<file path="src/rtl/prop_window_monitor_pkg.sv">
// prop_mon_pkg: shared definitions for the property window monitor.
//   CNT_W_DEFAULT : default width of the pass/fail counters
//   MAX_DLY_LIMIT : largest supported response window (cycles)
//   POP_W         : width of a popcount over MAX_DLY_LIMIT bits
//   cnt_t         : counter type at the default width
//   popcount()    : number of set bits in a window-sized vector
package prop_mon_pkg;

  localparam int CNT_W_DEFAULT = 16;
  localparam int MAX_DLY_LIMIT = 15;
  localparam int POP_W         = 4;

  typedef logic [CNT_W_DEFAULT-1:0] cnt_t;

  // Number of attempts resolved in one cycle; at most MAX_DLY_LIMIT, so
  // POP_W bits always suffice.
  function automatic logic [POP_W-1:0] popcount(input logic [MAX_DLY_LIMIT-1:0] v);
    logic [POP_W-1:0] s;
    s = '0;
    for (int i = 0; i < MAX_DLY_LIMIT; i++) begin
      s = s + POP_W'(v[i]);
    end
    return s;
  endfunction

endpackage

</file>
<file path="src/rtl/prop_window_monitor_if.sv">
// prop_window_monitor_if: observed signals and result outputs of the
// property window monitor.
//   Parameter CNT_W : width of the pass/fail counters.
//   Inputs to the monitor : en, clr, a, b, d
//   Outputs of the monitor: pass_pulse, fail_pulse, busy, pass_cnt, fail_cnt
//   With PROP_MON_FAIL_CAPTURE_EN defined: first_fail_vld, first_fail_stamp
// Modports: master (environment side, drives the inputs), slave (monitor).
interface prop_window_monitor_if #(
  parameter int CNT_W = 16
) ();

  logic             en;
  logic             clr;
  logic             a;
  logic             b;
  logic             d;
  logic             pass_pulse;
  logic             fail_pulse;
  logic             busy;
  logic [CNT_W-1:0] pass_cnt;
  logic [CNT_W-1:0] fail_cnt;

`ifdef PROP_MON_FAIL_CAPTURE_EN
  logic             first_fail_vld;
  logic [CNT_W-1:0] first_fail_stamp;

  modport master (
    output en, clr, a, b, d,
    input  pass_pulse, fail_pulse, busy, pass_cnt, fail_cnt,
    input  first_fail_vld, first_fail_stamp
  );

  modport slave (
    input  en, clr, a, b, d,
    output pass_pulse, fail_pulse, busy, pass_cnt, fail_cnt,
    output first_fail_vld, first_fail_stamp
  );
`else
  modport master (
    output en, clr, a, b, d,
    input  pass_pulse, fail_pulse, busy, pass_cnt, fail_cnt
  );

  modport slave (
    input  en, clr, a, b, d,
    output pass_pulse, fail_pulse, busy, pass_cnt, fail_cnt
  );
`endif

endinterface

</file>
<file path="src/rtl/prop_window_monitor_sat_cnt.sv">
// prop_mon_sat_cnt: saturating up-counter with a multi-bit increment.
//   clk  : clock, rising edge
//   rst  : asynchronous active-high reset (count to 0)
//   clr  : synchronous clear (count to 0), wins over increment
//   inc  : amount added this cycle
//   q    : current count, holds at all-ones instead of wrapping
module prop_mon_sat_cnt #(
  parameter int W     = 16,
  parameter int INC_W = 1
) (
  input  logic             clk,
  input  logic             rst,
  input  logic             clr,
  input  logic [INC_W-1:0] inc,
  output logic [W-1:0]     q
);

  // One spare bit above the wider operand so the overflow is visible.
  localparam int SUM_W = ((W > INC_W) ? W : INC_W) + 1;
  localparam logic [SUM_W-1:0] SAT = (SUM_W'(1) << W) - SUM_W'(1);

  logic [SUM_W-1:0] sum;

  assign sum = SUM_W'(q) + SUM_W'(inc);

  // Accumulate; clamp to all-ones once the true sum passes the maximum.
  always_ff @(posedge clk or posedge rst) begin
    if (rst) begin
      q <= '0;
    end else if (clr) begin
      q <= '0;
    end else if (sum > SAT) begin
      q <= '1;
    end else begin
      q <= sum[W-1:0];
    end
  end

endmodule

</file>
<file path="src/rtl/prop_window_monitor.sv">
// prop_window_monitor: hardware checker for "a && b implies d within
// MIN_DLY..MAX_DLY cycles". Each trigger is an independent, overlapping
// attempt; results are reported as registered pulses and saturating counts.
//   Parameters: MIN_DLY (1..MAX_DLY), MAX_DLY (MIN_DLY..15), CNT_W
//   clk : clock, rising edge
//   rst : asynchronous active-high reset; discards pending attempts silently
//   mon : prop_window_monitor_if.slave
//         en/clr/a/b/d in; pass_pulse/fail_pulse/busy/pass_cnt/fail_cnt out
// Optional feature, macro PROP_MON_FAIL_CAPTURE_EN: free-running cycle stamp
// and capture of the trigger stamp of the first failing attempt
// (first_fail_vld, first_fail_stamp).
module prop_window_monitor
  import prop_mon_pkg::*;
#(
  parameter int MIN_DLY = 1,
  parameter int MAX_DLY = 3,
  parameter int CNT_W   = CNT_W_DEFAULT
) (
  input  logic                  clk,
  input  logic                  rst,
  prop_window_monitor_if.slave  mon
);

  if (MIN_DLY < 1 || MAX_DLY < MIN_DLY || MAX_DLY > MAX_DLY_LIMIT || CNT_W < 1) begin : g_param_err
    $error("prop_window_monitor: need 1 <= MIN_DLY <= MAX_DLY <= 15 and CNT_W >= 1");
  end

  // pend[k]: an unresolved attempt that will be age k at the next edge.
  logic [MAX_DLY:1]       pend;
  logic [MAX_DLY:1]       pend_nxt;
  logic [MAX_DLY_LIMIT:1] hit;
  logic                   expire;
  logic                   trig;
  logic                   d_in;
  logic                   clr_in;
  logic [POP_W-1:0]       pass_inc;
  logic                   pass_pulse_q;
  logic                   fail_pulse_q;
  logic                   busy_q;
  logic [CNT_W-1:0]       pass_cnt_q;
  logic [CNT_W-1:0]       fail_cnt_q;

  assign trig   = mon.en & mon.a & mon.b;
  assign d_in   = mon.d;
  assign clr_in = mon.clr;

  // A high d resolves every attempt inside its window at once. The newest
  // trigger only enters pend[1] at this edge, so d sampled together with the
  // trigger can never satisfy it. An attempt reaching MAX_DLY with d low
  // expires instead of ageing further.
  always_comb begin
    hit         = '0;
    pend_nxt    = '0;
    pend_nxt[1] = trig;
    for (int k = 1; k <= MAX_DLY; k++) begin
      if (k >= MIN_DLY) begin
        hit[k] = pend[k] & d_in;
      end
    end
    for (int k = 1; k < MAX_DLY; k++) begin
      pend_nxt[k+1] = pend[k] & ~hit[k];
    end
  end

  assign expire   = pend[MAX_DLY] & ~d_in;
  assign pass_inc = popcount(hit);

  // busy follows the new pend value so it drops on the edge that resolves
  // the last attempt, not one cycle later.
  always_ff @(posedge clk or posedge rst) begin
    if (rst) begin
      pend         <= '0;
      pass_pulse_q <= 1'b0;
      fail_pulse_q <= 1'b0;
      busy_q       <= 1'b0;
    end else if (clr_in) begin
      pend         <= '0;
      pass_pulse_q <= 1'b0;
      fail_pulse_q <= 1'b0;
      busy_q       <= 1'b0;
    end else begin
      pend         <= pend_nxt;
      pass_pulse_q <= |hit;
      fail_pulse_q <= expire;
      busy_q       <= |pend_nxt;
    end
  end

  prop_mon_sat_cnt #(
    .W     (CNT_W),
    .INC_W (POP_W)
  ) u_pass_cnt (
    .clk (clk),
    .rst (rst),
    .clr (clr_in),
    .inc (pass_inc),
    .q   (pass_cnt_q)
  );

  prop_mon_sat_cnt #(
    .W     (CNT_W),
    .INC_W (1)
  ) u_fail_cnt (
    .clk (clk),
    .rst (rst),
    .clr (clr_in),
    .inc (expire),
    .q   (fail_cnt_q)
  );

  assign mon.pass_pulse = pass_pulse_q;
  assign mon.fail_pulse = fail_pulse_q;
  assign mon.busy       = busy_q;
  assign mon.pass_cnt   = pass_cnt_q;
  assign mon.fail_cnt   = fail_cnt_q;

`ifdef PROP_MON_FAIL_CAPTURE_EN
  logic [CNT_W-1:0] stamp;
  logic             ff_vld;
  logic [CNT_W-1:0] ff_stamp;

  // Free-running cycle stamp; clr deliberately leaves it running.
  always_ff @(posedge clk or posedge rst) begin
    if (rst) begin
      stamp <= '0;
    end else begin
      stamp <= stamp + CNT_W'(1);
    end
  end

  // The expiring attempt was triggered MAX_DLY edges before this one.
  always_ff @(posedge clk or posedge rst) begin
    if (rst) begin
      ff_vld   <= 1'b0;
      ff_stamp <= '0;
    end else if (clr_in) begin
      ff_vld   <= 1'b0;
      ff_stamp <= '0;
    end else if (expire && !ff_vld) begin
      ff_vld   <= 1'b1;
      ff_stamp <= stamp - CNT_W'(MAX_DLY);
    end
  end

  assign mon.first_fail_vld   = ff_vld;
  assign mon.first_fail_stamp = ff_stamp;
`endif

endmodule

</file>
<file path="src/flat_wrapper.sv">
// flat-port wrapper written by rule: the top's interface ports become plain ports
module prop_window_monitor_flat import prop_mon_pkg::*;
#(
  parameter int MIN_DLY = 1,
  parameter int MAX_DLY = 3,
  parameter int CNT_W   = CNT_W_DEFAULT
)
  (clk, rst, mon_en, mon_clr, mon_a, mon_b, mon_d, mon_pass_pulse, mon_fail_pulse, mon_busy, mon_pass_cnt, mon_fail_cnt);
  prop_window_monitor_if #(.CNT_W(CNT_W)) mon_i ();
  input  logic clk;
  input  logic rst;
  input wire logic [$bits(mon_i.en)-1:0] mon_en;
  input wire logic [$bits(mon_i.clr)-1:0] mon_clr;
  input wire logic [$bits(mon_i.a)-1:0] mon_a;
  input wire logic [$bits(mon_i.b)-1:0] mon_b;
  input wire logic [$bits(mon_i.d)-1:0] mon_d;
  output wire logic [$bits(mon_i.pass_pulse)-1:0] mon_pass_pulse;
  output wire logic [$bits(mon_i.fail_pulse)-1:0] mon_fail_pulse;
  output wire logic [$bits(mon_i.busy)-1:0] mon_busy;
  output wire logic [$bits(mon_i.pass_cnt)-1:0] mon_pass_cnt;
  output wire logic [$bits(mon_i.fail_cnt)-1:0] mon_fail_cnt;
  assign mon_i.en = mon_en;
  assign mon_i.clr = mon_clr;
  assign mon_i.a = mon_a;
  assign mon_i.b = mon_b;
  assign mon_i.d = mon_d;
  assign mon_pass_pulse = mon_i.pass_pulse;
  assign mon_fail_pulse = mon_i.fail_pulse;
  assign mon_busy = mon_i.busy;
  assign mon_pass_cnt = mon_i.pass_cnt;
  assign mon_fail_cnt = mon_i.fail_cnt;
  prop_window_monitor #(.MIN_DLY(MIN_DLY), .MAX_DLY(MAX_DLY), .CNT_W(CNT_W)) u_core (.clk(clk), .rst(rst), .mon(mon_i));
endmodule
</file>
<file path="config.mk">
export PLATFORM = sky130hd
export DESIGN_NAME = prop_window_monitor_flat
export DESIGN_NICKNAME = d
export VERILOG_FILES = /design/src/rtl/prop_window_monitor_pkg.sv /design/src/rtl/prop_window_monitor_if.sv /design/src/rtl/prop_window_monitor_sat_cnt.sv /design/src/rtl/prop_window_monitor.sv /design/src/flat_wrapper.sv
export SDC_FILE = /design/constraint.sdc
export NUM_CORES = 1
export LEC_CHECK = 0
export BUFFER_PORTS_ARGS = -buffer_cell sky130_fd_sc_hd__clkbuf_2
export CORE_ASPECT_RATIO = 0.5
export CORE_MARGIN = 10
export CORE_UTILIZATION = 26
export CTS_CLUSTER_SIZE = 30
export DETAILED_ROUTE_END_ITERATION = 12
export GPL_TIMING_DRIVEN = 0
export HOLD_SLACK_MARGIN = 0.05
export PLACE_DENSITY = 0.54
export SLEW_MARGIN = 20
export SYNTH_ARGS = -nofsm -noshare
export SYNTH_HDL_FRONTEND = slang
export SYNTH_SLANG_ARGS = --single-unit
</file>
<file path="constraint.sdc">
create_clock -name clk -period 5.2 [get_ports clk]
set_input_delay 1.04 -clock clk [delete_from_list [all_inputs] [get_ports clk]]
set_output_delay 1.04 -clock clk [all_outputs]
set_load 0.03 [all_outputs]
</file>
==> run_results.csv <==
group,metric,value,unit
floorplan,die-area,12000,µm²
logic_synthesis,synth_edf_count,0,
logic_synthesis,avgSynthCellArea,10.0,µm²
placed_design,dp_hpwl,3810,µm
power,powerDensity,276,nW/µm²
layout,fin_cells,360,
route,m1WireLength,2270,µm
logic_synthesis,async_flop_share,1.00,
logic_synthesis,synth_seq_cells,38,
worst_setup_path,cp_common_cell,"inv_1",
logic_synthesis,yosys-top-cells-area,"dfrtp_1, a21oi_1, ha_1",
layout,nNetsFinal,269,
layout,mostFrequentLayoutCells,"clkbuf_2, dfrtp_1, a21oi_1",
timing,finalMaxSlewViolations,0,
worst_setup_path,crit_required,5.40,ns
route,drcViolationCount,0,
layout,syn_to_final_growth,27.4,%
logic_synthesis,synth.cell_area,2030,µm²
clock_tree,cts_sinks,38,
timing,period_minus_slack,3.40,ns
worst_setup_path,critPathKind,"input pin to flop",
placed_design,portBuffers,40,
floorplan,fp.dieW,145,µm
route,drt-initial-drc-count,115,
hold_path,hold_start,"u_core.pend[1]$_DFF_PP0_",
placed_design,dpl_cell_area,2390,µm²
hold_path,hold_class,"flop to flop",
floorplan,row_count,22,
logic_synthesis,synth.distinct_cells,38,
worst_setup_path,worstSetupStartpoint,"mon_d",
route,wire_per_inst,13.9,µm
route,via_per_inst,4.67,
global_routing,antenna_found_initial,0,
timing,fmax,294,MHz
route,dr_wl_met2,2480,µm
global_routing,grt_use_total,0.0886,
clock_tree,clk_pin_slew,0.06,ns
worst_setup_path,rr_worst_depth,11,
run,drv_cap,0,
layout,final_common_cell,"clkbuf_2",
logic_synthesis,synth_area_leader_cell,"dfrtp_1",
clock_tree,cts-resized-gates,0,
outcome,status,"finished clean",
logic_synthesis,ys_warn_count,0,
hold_path,worstHoldPathCells,1,
route,met3WireLength,180,µm
power,peakVddDrop,0.113,mV
timing,hold_viol,0,
timing,rsz0062_at_grt,"false",
global_routing,grt_start_max_net_pins,23,
placed_design,routabilityCongestion,0.821,
floorplan,initial_core_util,0.272,
route,highest_layer,"met4",
worst_setup_path,rrSetupSlack,2.35,ns
worst_setup_path,slowest_delay,0.46,ns
clock_tree,postCtsSetupBuffers,0,
timing,fin_tns_setup,0,ns
layout,drive_above_1_share,0.238,
logic_synthesis,ys.flop_type,"dfrtp_1",
power,p_total,0.715,mW
worst_setup_path,reg2reg_to,"u_core.u_pass_cnt.q[1]$_DFF_PP0_",
logic_synthesis,synth_nets,221,
clock_tree,clk_latency,0.28,ns
worst_setup_path,cp-end-kind,"flop",
timing,tightest_slew,0.540,ns
logic_synthesis,yosysSeqAreaShare,0.468,
global_routing,grt_pass1_vias,1763,
global_routing,grt_pass1_wl,8650,µm
worst_setup_path,start_kind,"input pin",
clock_tree,cts-htree-levels,2,
worst_setup_path,path_cells,"clkbuf_2, and2_1, inv_1, fa_1, inv_1, ha_1, inv_1, fa_1, nor2b_1, o211a_1, nand2_1, a21oi_1",
timing,relSlewSlack,0.637,
floorplan,fp.coreArea,7460,µm²
route,drt-pass1-iter-count,4,
logic_synthesis,netlist.area_leader.share,0.468,
clock_tree,cts_tree,"yes",
worst_setup_path,reg2reg_from,"u_core.pend[1]$_DFF_PP0_",
layout,post-route-cell-area,2590,µm²
worst_setup_path,worst_path_max_delay_cell,"fa_1",
route,ant_nets,0,
route,routed_wl,5010,µm
logic_synthesis,synthCells,203,
clock_tree,cts_buffers,5,
clock_tree,cts_root_buf,"clkbuf_16",
clock_tree,cts_buffer_depth,2,
worst_setup_path,crit_arrival,3.60,ns
placed_design,dp.cells,352,
layout,diodes,0,
route,num_vias,1682,
global_routing,overflow,0,
timing,setup_viol,0,
timing,finClkSkew,0.00561,ns
floorplan,pin_count,42,
power,p_leak,1.21,nW
floorplan,die_y,82.5,µm
clock_tree,hold_buffers,0,
timing,finalCritPeriodShare,0.654,
hold_path,whs_endpoint,"u_core.pend[2]$_DFF_PP0_",
worst_setup_path,crit_path_max_fanout,10,
power breakdown:
group          total [mW]  switching (mW)  internal (mW)
logic              0.0215          0.0148        0.00671
registers           0.297        0.000389          0.297
clock network       0.397           0.121          0.275
area by class of cell:
class / instances / area (µm²)
Inverter: 13 / 48.8
Tap cell: 108 / 135
Timing Repair Buffer: 41 / 228
Clock inverter: 3 / 68.8
Sequential cell: 38 / 951
Multi-Input combinational cell: 146 / 993
Clock buffer: 5 / 125
Fill cell: 787 / 4870
Buffer: 6 / 38.8
logic make-up (layout without fill, tap and decap cells):
| logic type | Yosys count | in the layout | share of synthesized area |
|---|---|---|---|
| AOI/OAI and AO/OA | 53 | 53 | 0.157 |
| xor gates and xnor gates | 16 | 16 | 0.0690 |
| adders and majority gates | 11 | 11 | 0.0751 |
| buffers and inverters | 19 | 68 | 0.0431 |
| DFF | 38 | 38 | 0.468 |
| and+or+nand+nor | 66 | 66 | 0.188 |
critical path, delay by kind of cell:
| kind | cells | cell delay, ns |
|---|---|---|
| AOI/OAI and AO/OA | 2 | 0.52 |
| buffers and inverters | 4 | 0.32 |
| and+or+nand+nor | 3 | 0.69 |
| adders and majority gates | 3 | 1.02 |
cell usage after synthesis (2+ instances only):
library cell  count
a211oi_1          2
fa_1              2
xnor2_1          11
nor2_1            8
or3_1             4
nor3_1            8
xor2_1            5
nor2b_1           3
inv_1            13
dfrtp_1          38
buf_6             2
ha_1              9
and2_2            2
a311oi_1          3
nand3_1          12
clkbuf_1          3
and3_1            4
nand4_1           3
o21ai_0           5
nand2_1          11
nand4_2           2
a21oi_1          28
a31oi_1           7
and2_1            4
through the flow:
step	util	setup slack [ns]	hold slack (ns)
floorplan	-	2.03	0.459
global placement	0.317	1.55	0.497
detailed placement	0.321	1.51	0.489
CTS	0.347	1.78	0.506
global route	0.347	1.53	0.551
finish	0.347	1.80	0.500
state kept, by name, indices dropped and copies added, names as in the netlist:
signal                 count
u_core.mon.busy            1
u_core.mon.fail_pulse      1
u_core.mon.pass_pulse      1
u_core.pend                3
u_core.u_fail_cnt.q       16
u_core.u_pass_cnt.q       16
routing by layer:
metal	vias to the layer above	global-route usage
met2	21	0.160
met1	825	0.0991
met5	-	0
li1	828	-
met3	8	0.0244
met4	0	0.0395
worst max path at each step:
stage | end | slack, ns | cells past startpoint
after floorplan | u_core.u_pass_cnt.q[1]$_DFF_PP0_ | 2.03 | 11
after global placement | u_core.u_pass_cnt.q[1]$_DFF_PP0_ | 1.55 | 12
after detailed placement | u_core.u_pass_cnt.q[1]$_DFF_PP0_ | 1.51 | 12
after CTS | u_core.u_pass_cnt.q[1]$_DFF_PP0_ | 1.78 | 12
after global routing | u_core.u_pass_cnt.q[9]$_DFF_PP0_ | 1.53 | 12
final | u_core.u_pass_cnt.q[1]$_DFF_PP0_ | 1.80 | 12
(Power assumes the default switching activity.)
